<file path="config.mk">
export PLATFORM = sky130hd
export DESIGN_NAME = piano_voice_mixer
export DESIGN_NICKNAME = d
export VERILOG_FILES = /design/src/rtl/piano_pkg.sv /design/src/rtl/piano_voice_mixer_voice.sv /design/src/rtl/piano_voice_mixer.sv
export SDC_FILE = /design/constraint.sdc
export NUM_CORES = 1
export LEC_CHECK = 0
export CAP_MARGIN = 15
export CELL_PAD_IN_SITES_DETAIL_PLACEMENT = 0
export CELL_PAD_IN_SITES_GLOBAL_PLACEMENT = 1
export CORE_ASPECT_RATIO = 0.6
export CORE_MARGIN = 10
export CORE_UTILIZATION = 25
export CTS_CLUSTER_DIAMETER = 120
export DETAILED_ROUTE_END_ITERATION = 10
export PLACE_DENSITY = 0.45
export SETUP_SLACK_MARGIN = 0.5
export SLEW_MARGIN = 25
export SYNTH_ARGS = -nofsm -noshare
export SYNTH_HDL_FRONTEND = slang
export SYNTH_SLANG_ARGS = --single-unit
</file>
<file path="constraint.sdc">
create_clock -name CLOCK_50 -period 5.6 [get_ports CLOCK_50]
set_input_delay 0.84 -clock CLOCK_50 [delete_from_list [all_inputs] [get_ports CLOCK_50]]
set_output_delay 0.84 -clock CLOCK_50 [all_outputs]
set_load 0.02 [all_outputs]
</file>
<file path="src/rtl/piano_pkg.sv">
// Shared constants for the seven-voice piano synthesizer.
// Voice index 6 is C, index 0 is B, matching the key_on bit order.
package piano_pkg;

   localparam int NUM_VOICES = 7;
   localparam int HP_W = 17;

   typedef logic [HP_W-1:0] hp_t;
   typedef hp_t [NUM_VOICES-1:0] hp_arr_t;

   localparam int V_B = 0;
   localparam int V_A = 1;
   localparam int V_G = 2;
   localparam int V_F = 3;
   localparam int V_E = 4;
   localparam int V_D = 5;
   localparam int V_C = 6;

   // Half tone period in CLOCK_50 cycles, C (msb) .. B (lsb)
   localparam hp_arr_t HALF_PERIOD_DEF = {
      17'd96000, 17'd86000, 17'd76000, 17'd71500,
      17'd64000, 17'd57000, 17'd51000
   };

   function automatic logic [31:0] voice_amp(
      input logic [7:0] env,
      input int unsigned shift
   );
      return 32'(env) << shift;
   endfunction

endpackage

</file>
<file path="src/rtl/piano_voice_mixer_voice.sv">
// One tone voice: square-wave phase counter with an attack/release
// envelope, producing a signed amplitude sample.
module piano_voice
   import piano_pkg::*;
#(
   parameter int unsigned HALF         = 51000,
   parameter int unsigned ENV_MAX      = 255,
   parameter int unsigned ATTACK_STEP  = 16,
   parameter int unsigned RELEASE_STEP = 4,
   parameter int unsigned AMP_SHIFT    = 19
) (
   input  logic               clk,
   input  logic               resetn,
   input  logic               key,
   input  logic               tick,
   output logic               active,
   output logic signed [31:0] value
);

   logic [HP_W-1:0] cnt;
   logic            phase;
   logic [7:0]      env;
   logic            idle;
   logic [8:0]      up;
   logic [31:0]     amp;

   // A silent, released voice parks its oscillator so the next press
   // always starts from the same phase.
   assign idle = !key && (env == '0);
   assign up   = {1'b0, env} + 9'(ATTACK_STEP);

   always_ff @(posedge clk) begin
      if (!resetn) begin
         cnt   <= '0;
         phase <= 1'b0;
      end else if (idle) begin
         cnt   <= '0;
         phase <= 1'b0;
      end else if (cnt == HP_W'(HALF - 1)) begin
         cnt   <= '0;
         phase <= ~phase;
      end else begin
         cnt <= cnt + 1'b1;
      end
   end

   always_ff @(posedge clk) begin
      if (!resetn) begin
         env <= '0;
      end else if (tick) begin
         if (key)
            env <= (up > 9'(ENV_MAX)) ? 8'(ENV_MAX) : up[7:0];
         else
            env <= (env > 8'(RELEASE_STEP)) ? env - 8'(RELEASE_STEP) : '0;
      end
   end

   assign amp    = voice_amp(env, AMP_SHIFT);
   assign value  = phase ? signed'(amp) : -signed'(amp);
   assign active = |env;

endmodule

</file>
<file path="src/rtl/piano_voice_mixer.sv">
// Seven-voice mixer: key synchronizer, sample-rate tick, voice sum and
// a one-deep sample register drained through the DAC FIFO handshake.
module piano_voice_mixer
   import piano_pkg::*;
#(
   parameter int unsigned SAMPLE_DIV   = 1042,
   parameter int unsigned ENV_MAX      = 255,
   parameter int unsigned ATTACK_STEP  = 16,
   parameter int unsigned RELEASE_STEP = 4,
   parameter int unsigned AMP_SHIFT    = 19,
   parameter hp_arr_t     HALF_PERIOD  = HALF_PERIOD_DEF
) (
   input  logic                  CLOCK_50,
   input  logic                  resetn,
   input  logic [NUM_VOICES-1:0] key_on,
   input  logic                  audio_out_allowed,
   output logic                  write_audio_out,
   output logic [31:0]           left_channel_audio_out,
   output logic [31:0]           right_channel_audio_out,
   output logic [NUM_VOICES-1:0] voice_active,
   output logic                  overrun
);

   localparam int CW = (SAMPLE_DIV > 1) ? $clog2(SAMPLE_DIV) : 1;

   logic [NUM_VOICES-1:0] sync1;
   logic [NUM_VOICES-1:0] k;
   logic [CW-1:0]         cnt;
   logic                  tick;
   logic                  pending;
   logic signed [31:0]    sample;
   logic signed [31:0]    sum;
   logic signed [31:0]    value [NUM_VOICES];

   always_ff @(posedge CLOCK_50) begin
      if (!resetn) begin
         sync1 <= '0;
         k     <= '0;
      end else begin
         sync1 <= key_on;
         k     <= sync1;
      end
   end

   assign tick = (cnt == CW'(SAMPLE_DIV - 1));

   always_ff @(posedge CLOCK_50) begin
      if (!resetn)
         cnt <= '0;
      else if (tick)
         cnt <= '0;
      else
         cnt <= cnt + 1'b1;
   end

   for (genvar g = 0; g < NUM_VOICES; g++) begin : g_voice
      piano_voice #(
         .HALF         (int'(HALF_PERIOD[g])),
         .ENV_MAX      (ENV_MAX),
         .ATTACK_STEP  (ATTACK_STEP),
         .RELEASE_STEP (RELEASE_STEP),
         .AMP_SHIFT    (AMP_SHIFT)
      ) u_voice (
         .clk    (CLOCK_50),
         .resetn (resetn),
         .key    (k[g]),
         .tick   (tick),
         .active (voice_active[g]),
         .value  (value[g])
      );
   end

   // Worst case 7*255*2^19 fits in 31 bits, so a plain 32-bit sum is safe
   always_comb begin
      sum = '0;
      for (int i = 0; i < NUM_VOICES; i++)
         sum = sum + value[i];
   end

   assign write_audio_out = pending && audio_out_allowed;

   always_ff @(posedge CLOCK_50) begin
      if (!resetn) begin
         sample  <= '0;
         pending <= 1'b0;
         overrun <= 1'b0;
      end else if (tick) begin
         sample  <= sum;
         pending <= 1'b1;
         if (pending && !write_audio_out)
            overrun <= 1'b1;
      end else if (write_audio_out) begin
         pending <= 1'b0;
      end
   end

   assign left_channel_audio_out  = sample;
   assign right_channel_audio_out = sample;

endmodule
</file>
Word-level counts from Yosys, hierarchy flattened
Index checks and enable logic that the tools add are counted.

$add $sub $neg: 35. Multiply operators: 0. Divide/modulo/power cells: 0. Order comparisons: 14. Equality and inequality tests: 8. Shift operators: 0. Multiplexer cells: 30. Bitwise operators: 8. Reduce and logical (&&, ||, !) cells: 48.

Operators by type and width (number): 2-to-1 mux 32 bit (7); negator 27 -> 32 bit (7); adder 32 bit (6); 2-to-1 mux 8 bit (21); adder 17 x 1 -> 17 bit, second input constant (7); == test 17 bit, second input constant (4); adder 8 x 5 -> 9 bit, second input constant (7); greater-than comparator 9 x 8 -> 1 bit, second input constant (7); greater-than comparator 8 x 3 -> 1 bit, second input constant (7); logical NOT 8 bit (7); OR reduction 8 bit (7); subtractor 8 x 3 -> 8 bit, second input constant (7); == test 17 x 16 -> 1 bit, second input constant (3); OR reduction 3 bit (7); OR reduction 2 bit (8); adder 11 x 1 -> 11 bit, second input constant (1); == test 11 bit, second input constant (1); logical AND 1 bit (9); logical NOT 1 bit (8); inverter 1 bit (8); 2-to-1 mux 1 bit (2); AND reduction 2 bit (1); nonzero test 2 bit (1).

Flip-flop bits (word level): 241. Bits in latches: 0. Memory bits (writable): 0. Bits in read-only memories: 0. Bits of input ports: 10. Output and inout bits: 73. Memories: 0.

Logic depth before layout (Yosys ltp)
Word-level depth: 8. Mapped depth: 21.

Modules after synthesis
A second synthesis with hierarchy kept.

Cell total of the unflattened synthesis: 2416. Area total of the unflattened synthesis: 20414.6 µm².

Modules (own cells, without submodules): piano_voice_mixer (times used 1, cells each 911, area each 8036.5 µm², sequential area each 1181.1 µm²); piano_voice at g_voice[3].u_voice (times used 1, cells each 214, area each 1813.0 µm², sequential area each 500.5 µm²); piano_voice at g_voice[1].u_voice (times used 1, cells each 220, area each 1810.5 µm², sequential area each 500.5 µm²); piano_voice at g_voice[6].u_voice (times used 1, cells each 216, area each 1778.0 µm², sequential area each 500.5 µm²); piano_voice at g_voice[4].u_voice (times used 1, cells each 214, area each 1761.7 µm², sequential area each 500.5 µm²); piano_voice at g_voice[2].u_voice (times used 1, cells each 214, area each 1757.9 µm², sequential area each 500.5 µm²); piano_voice at g_voice[5].u_voice (times used 1, cells each 215, area each 1737.9 µm², sequential area each 500.5 µm²); piano_voice at g_voice[0].u_voice (times used 1, cells each 212, area each 1719.1 µm², sequential area each 500.5 µm²).

Worst setup path after synthesis
Ideal clock, no wire load.

Path kind: register to register. From: reg g_voice[0].u_voice.env[0]. To: reg sample[30] (netlist: left_channel_audio_out[30]). Library setup time: 120 ps. Data arrival time: 4707 ps. Required time: 5480 ps. Path slack: 773 ps. Cell stages (with the launch flop): 17. Clock period less this slack: 4827 ps. Cells stage by stage: dfxtp_1 -> inv_1 -> ha_1 -> mux2_2 -> fa_1 -> fa_1 -> inv_1 -> fa_1 -> inv_1 -> fa_1 -> fa_1 -> a211o_1 -> a21oi_1 -> o21ai_0 -> a31oi_1 -> or4_1 -> nand3_1.

Cells in the longest elaborated chain, start to end: 8.

RTL lines: start: declaration (RTL line piano_voice_mixer_voice.sv:22) `logic [7:0] env;`; start signal: assignment (RTL line piano_voice_mixer_voice.sv:52) `env <= (up > 9'(ENV_MAX)) ? 8'(ENV_MAX) : up[7:0];`; start signal: assignment (RTL line piano_voice_mixer_voice.sv:54) `env <= (env > 8'(RELEASE_STEP)) ? env - 8'(RELEASE_STEP) : '0;`; negator 27 -> 32 bit (RTL line piano_voice_mixer_voice.sv:59) `assign value = phase ? signed'(amp) : -signed'(amp);`; 2-to-1 mux 32 bit * (RTL line piano_voice_mixer_voice.sv:59); adder 32 bit * (6 in a row) (RTL line piano_voice_mixer.sv:77) `sum = sum + value[i];`; end signal: assignment (RTL line piano_voice_mixer.sv:88) `sample <= sum;`; end: declaration (RTL line piano_voice_mixer.sv:31) `logic signed [31:0] sample;`.

Every way passes the cells marked *; elsewhere a longest branch is shown, timed or not. A chain may end at the register's enable or synchronous reset.

Final worst setup path
From: reg g_voice[0].u_voice.env[4]. To: reg sample[31] (netlist: left_channel_audio_out[31]).

Same word-level chain as after synthesis.

==> flow_metrics.py <==
metrics = {
    "timing": {
        "finalMaxSlewViolations": 0,
        "setup_tns_ns": 0,
        "layout_min_cycle_time_ns": 4.85,
        "max_freq_ghz": 0.206,
        "hold_violations": 0,
        "worst_slack_ns": 0.745,
        "tightest_slew_ns": 0.952,
        "finalSetupViolCount": 0,
        "maxSlewHeadroom_pct": 36.0,
        "period_share_pct": 86.7,
        "fin_skew_ns": 0.00821,
        "rsz0062_at_grt": "yes",
    },
    "clock_tree": {
        "clock_path_buffers": 3,
        "root_buffer": "clkbuf_16",
        "cts_buffers": 26,
        "cts_tree": "yes",
        "h-tree-depth": 1,
        "clock-sinks": 215,
        "clock_latency_ns": 0.56,
        "clk_pin_slew_ns": 0.06,
        "cts_hold_buf": 0,
    },
    "pwr": {
        "power_frac_seq_pct": 45.1,
        "power_density_mw_per_mm2": 210,
        "intPower_mw": 2.65,
        "leakage_nw": 6.24,
        "ir_drop_mv": 0.188,
        "switchingPower_uw": 783,
        "pwr-share-comb_pct": 2.1,
        "p_sw_share_pct": 22.8,
        "p_clk_share_pct": 52.8,
        "p_total_mw": 3.43,
    },
    "min_path": {
        "holdCritPathClass": "register to register",
    },
    "routing": {
        "finalWirelength_um": 39300,
        "drc": 0,
        "via_per_inst": 4.43,
        "firstDrtPassIters": 4,
        "wl_per_cell_um": 15.7,
        "vias": 11100,
        "antenna_left": 0,
        "first_iter_violations": 659,
    },
    "critical_path": {
        "critPathRequiredTime_ns": 6.10,
        "crit_chain": "inv_4 > ha_1 > and3_1 > nand2_1 > nand2b_1 > buf_4 > fa_1 > fa_1 > fa_1 > inv_1 > fa_1 > ha_1 > or3_1 > o21ai_0 > a21oi_1 > or3_1 > nand3_1",
        "cp_max_fo": 7,
        "crit_top_cell": "fa_1",
        "start_kind": "register",
        "crit_type": "register to register",
        "worstPathArrival_ns": 5.36,
        "critPathSlowestCell": "fa_1",
        "critPathTopFamily": "adder cells",
        "path_buf_inv": 3,
        "setup.worst_path.end_class": "register",
        "worst_path_largest_cell_delay_ns": 0.59,
    },
    "final_layout": {
        "syn2layout_area_growth_pct": 14.9,
        "final_cell_area_mm2": 0.0164,
        "layout-drive-gt1-share_pct": 9.68,
        "fill_cells": 5994,
        "final_cell_mix": "230 x nor2_1, 197 x dfxtp_1, 125 x nand2_1",
        "finalNonFillerCells": 2505,
        "final_common_cell": "nor2_1",
        "antenna_cells": 0,
        "nets": 1893,
    },
    "placement": {
        "gp_congestion": 0.808,
        "placed_cells": 2456,
        "portBuffers": 44,
        "dpl.hpwl_um": 29600,
        "pre_cts_ws_ns": 0.288,
        "dpl-instance-area_mm2": 0.0153,
    },
    "die": {
        "dieArea_mm2": 0.0673,
        "core-area_mm2": 0.0561,
        "initial_core_util_pct": 25.4,
        "die_x_um": 328,
        "io_pins": 83,
        "rows": 67,
        "die_h_um": 205,
    },
    "logic_synthesis": {
        "synth-seq-cells": 215,
        "ys.flop_type": "dfxtp_1",
        "synth_cell_type_count": 84,
        "ys_seq_area_share_pct": 30.2,
        "async_flop_share_pct": 0,
        "syn_area_mm2": 0.0143,
        "syn-instance-count": 1708,
        "synth_warnings": 0,
        "synth-edff-count": 0,
        "syn_area_per_cell_um2": 8.35,
    },
    "run": {
        "maxCapViolations": 0,
    },
    "global_route": {
        "grt_antenna_before_repair": 1,
        "grt_pass1_vias": 10700,
        "grt_start_max_net_pins": 37,
        "grt_use_met1_pct": 19.0,
        "gr-usage-met3_pct": 1.81,
        "use_met2_pct": 14.4,
        "overflow": 0,
        "track_usage_pct": 11.4,
        "top_usage_layer": "met1",
        "grt_pass1_wl_um": 62700,
    },
    "outcome": {
        "status": "finished clean",
    },
}
==> power groups by stage <==
stage | registers, mW | clock network [mW] | logic, mW
floorplan | 1.58 | 0 | 0.0774
global placement | 1.58 | 0 | 0.0723
detailed placement | 1.58 | 0 | 0.0716
CTS | 1.55 | 1.90 | 0.0718
global route | 1.55 | 1.94 | 0.0795
finish | 1.55 | 1.81 | 0.0713
==> final timing paths <==
path	from	to	slack (ns)	cells after the start
max	g_voice[0].u_voice.env[4]	left_channel_audio_out[31]	0.75	17
max reg2reg	g_voice[0].u_voice.env[4]	left_channel_audio_out[31]	0.75	17
min reg2reg	sync1[3]	k[3]	0.43	1
min	sync1[3]	k[3]	0.43	1
==> what timing repair did <==
action                                  4_1_cts  5_1_grt
pin swaps                                     0       12
setup buffers                                 0        2
resized for setup                             7       49
endpoints found under the setup margin        6        7
==> registers in the layout (all words and copies together), names as in the netlist <==
name / count
k: 7
left_channel_audio_out: 13
pending: 1
g_voice.u_voice.cnt: 119
g_voice.u_voice.env: 49
sync1: 7
cnt: 11
overrun: 1
g_voice.u_voice.phase: 7
==> per-stage QoR <==
step	hold slack, ns	util (%)
detailed placement	0.424	27.3
floorplan	0.412	-
finish	0.432	29.2
global placement	0.418	27.3
CTS	0.440	28.9
global route	0.446	29.2
==> logic make-up after synthesis <==
kind of cell,Yosys count,synth area share (%)
and+or+nand+nor,646,21.6
AOI/OAI and AO/OA,270,12.0
buffers and inverters,241,8.34
DFF,215,30.2
xor gates and xnor gates,171,10.5
adders and majority gates,156,16.7
muxes,8,0.623
other,1,0.0263
==> layer usage <==
layer | vias up | part of all wire [%]
met5 | - | 0
met4 | 0 | 1.7
met3 | 40 | 4.0
met2 | 170 | 35
met1 | 5211 | 59
li1 | 5685 | -
==> final cells by class <==
type / instances / area, µm² / area share (%)
inverter: 113 / 428 / 2.61
tap: 759 / 950 / 5.80
timing repair buffer: 82 / 721 / 4.40
multi-input combinational: 1289 / 9030 / 55.1
sequential: 215 / 4330 / 26.5
clock inverter: 7 / 88.8 / 0.542
clock buffer: 40 / 825 / 5.03
==> synth_stat cells (6+ instances only) <==
| master | number | share of area, % |
|---|---|---|
| and3_1 | 32 | 1.4 |
| xor2_1 | 75 | 4.6 |
| nor2_1 | 232 | 6.1 |
| o21a_1 | 6 | 0.32 |
| clkbuf_1 | 42 | 1.1 |
| fa_1 | 57 | 8.0 |
| inv_1 | 111 | 2.9 |
| a31oi_1 | 13 | 0.57 |
| a21o_1 | 9 | 0.47 |
| and2_1 | 24 | 1.1 |
| o21ai_0 | 83 | 2.9 |
| a211oi_1 | 8 | 0.42 |
| buf_2 | 19 | 0.67 |
| nand2_1 | 125 | 3.3 |
| dfxtp_1 | 215 | 30 |
| nand3_1 | 81 | 2.8 |
| buf_4 | 60 | 3.2 |
| nor4b_1 | 6 | 0.37 |
| nand4_1 | 29 | 1.3 |
| nor2b_1 | 9 | 0.39 |
| mux2_2 | 7 | 0.55 |
| or2_2 | 6 | 0.26 |
| xnor2_1 | 96 | 5.9 |
| nor3_1 | 44 | 1.5 |
| ha_1 | 99 | 8.7 |
| nor4_1 | 13 | 0.57 |
| nand2b_1 | 17 | 0.75 |
| a21oi_1 | 80 | 2.8 |
No activity file was read; power rests on OpenSTA's default activity.
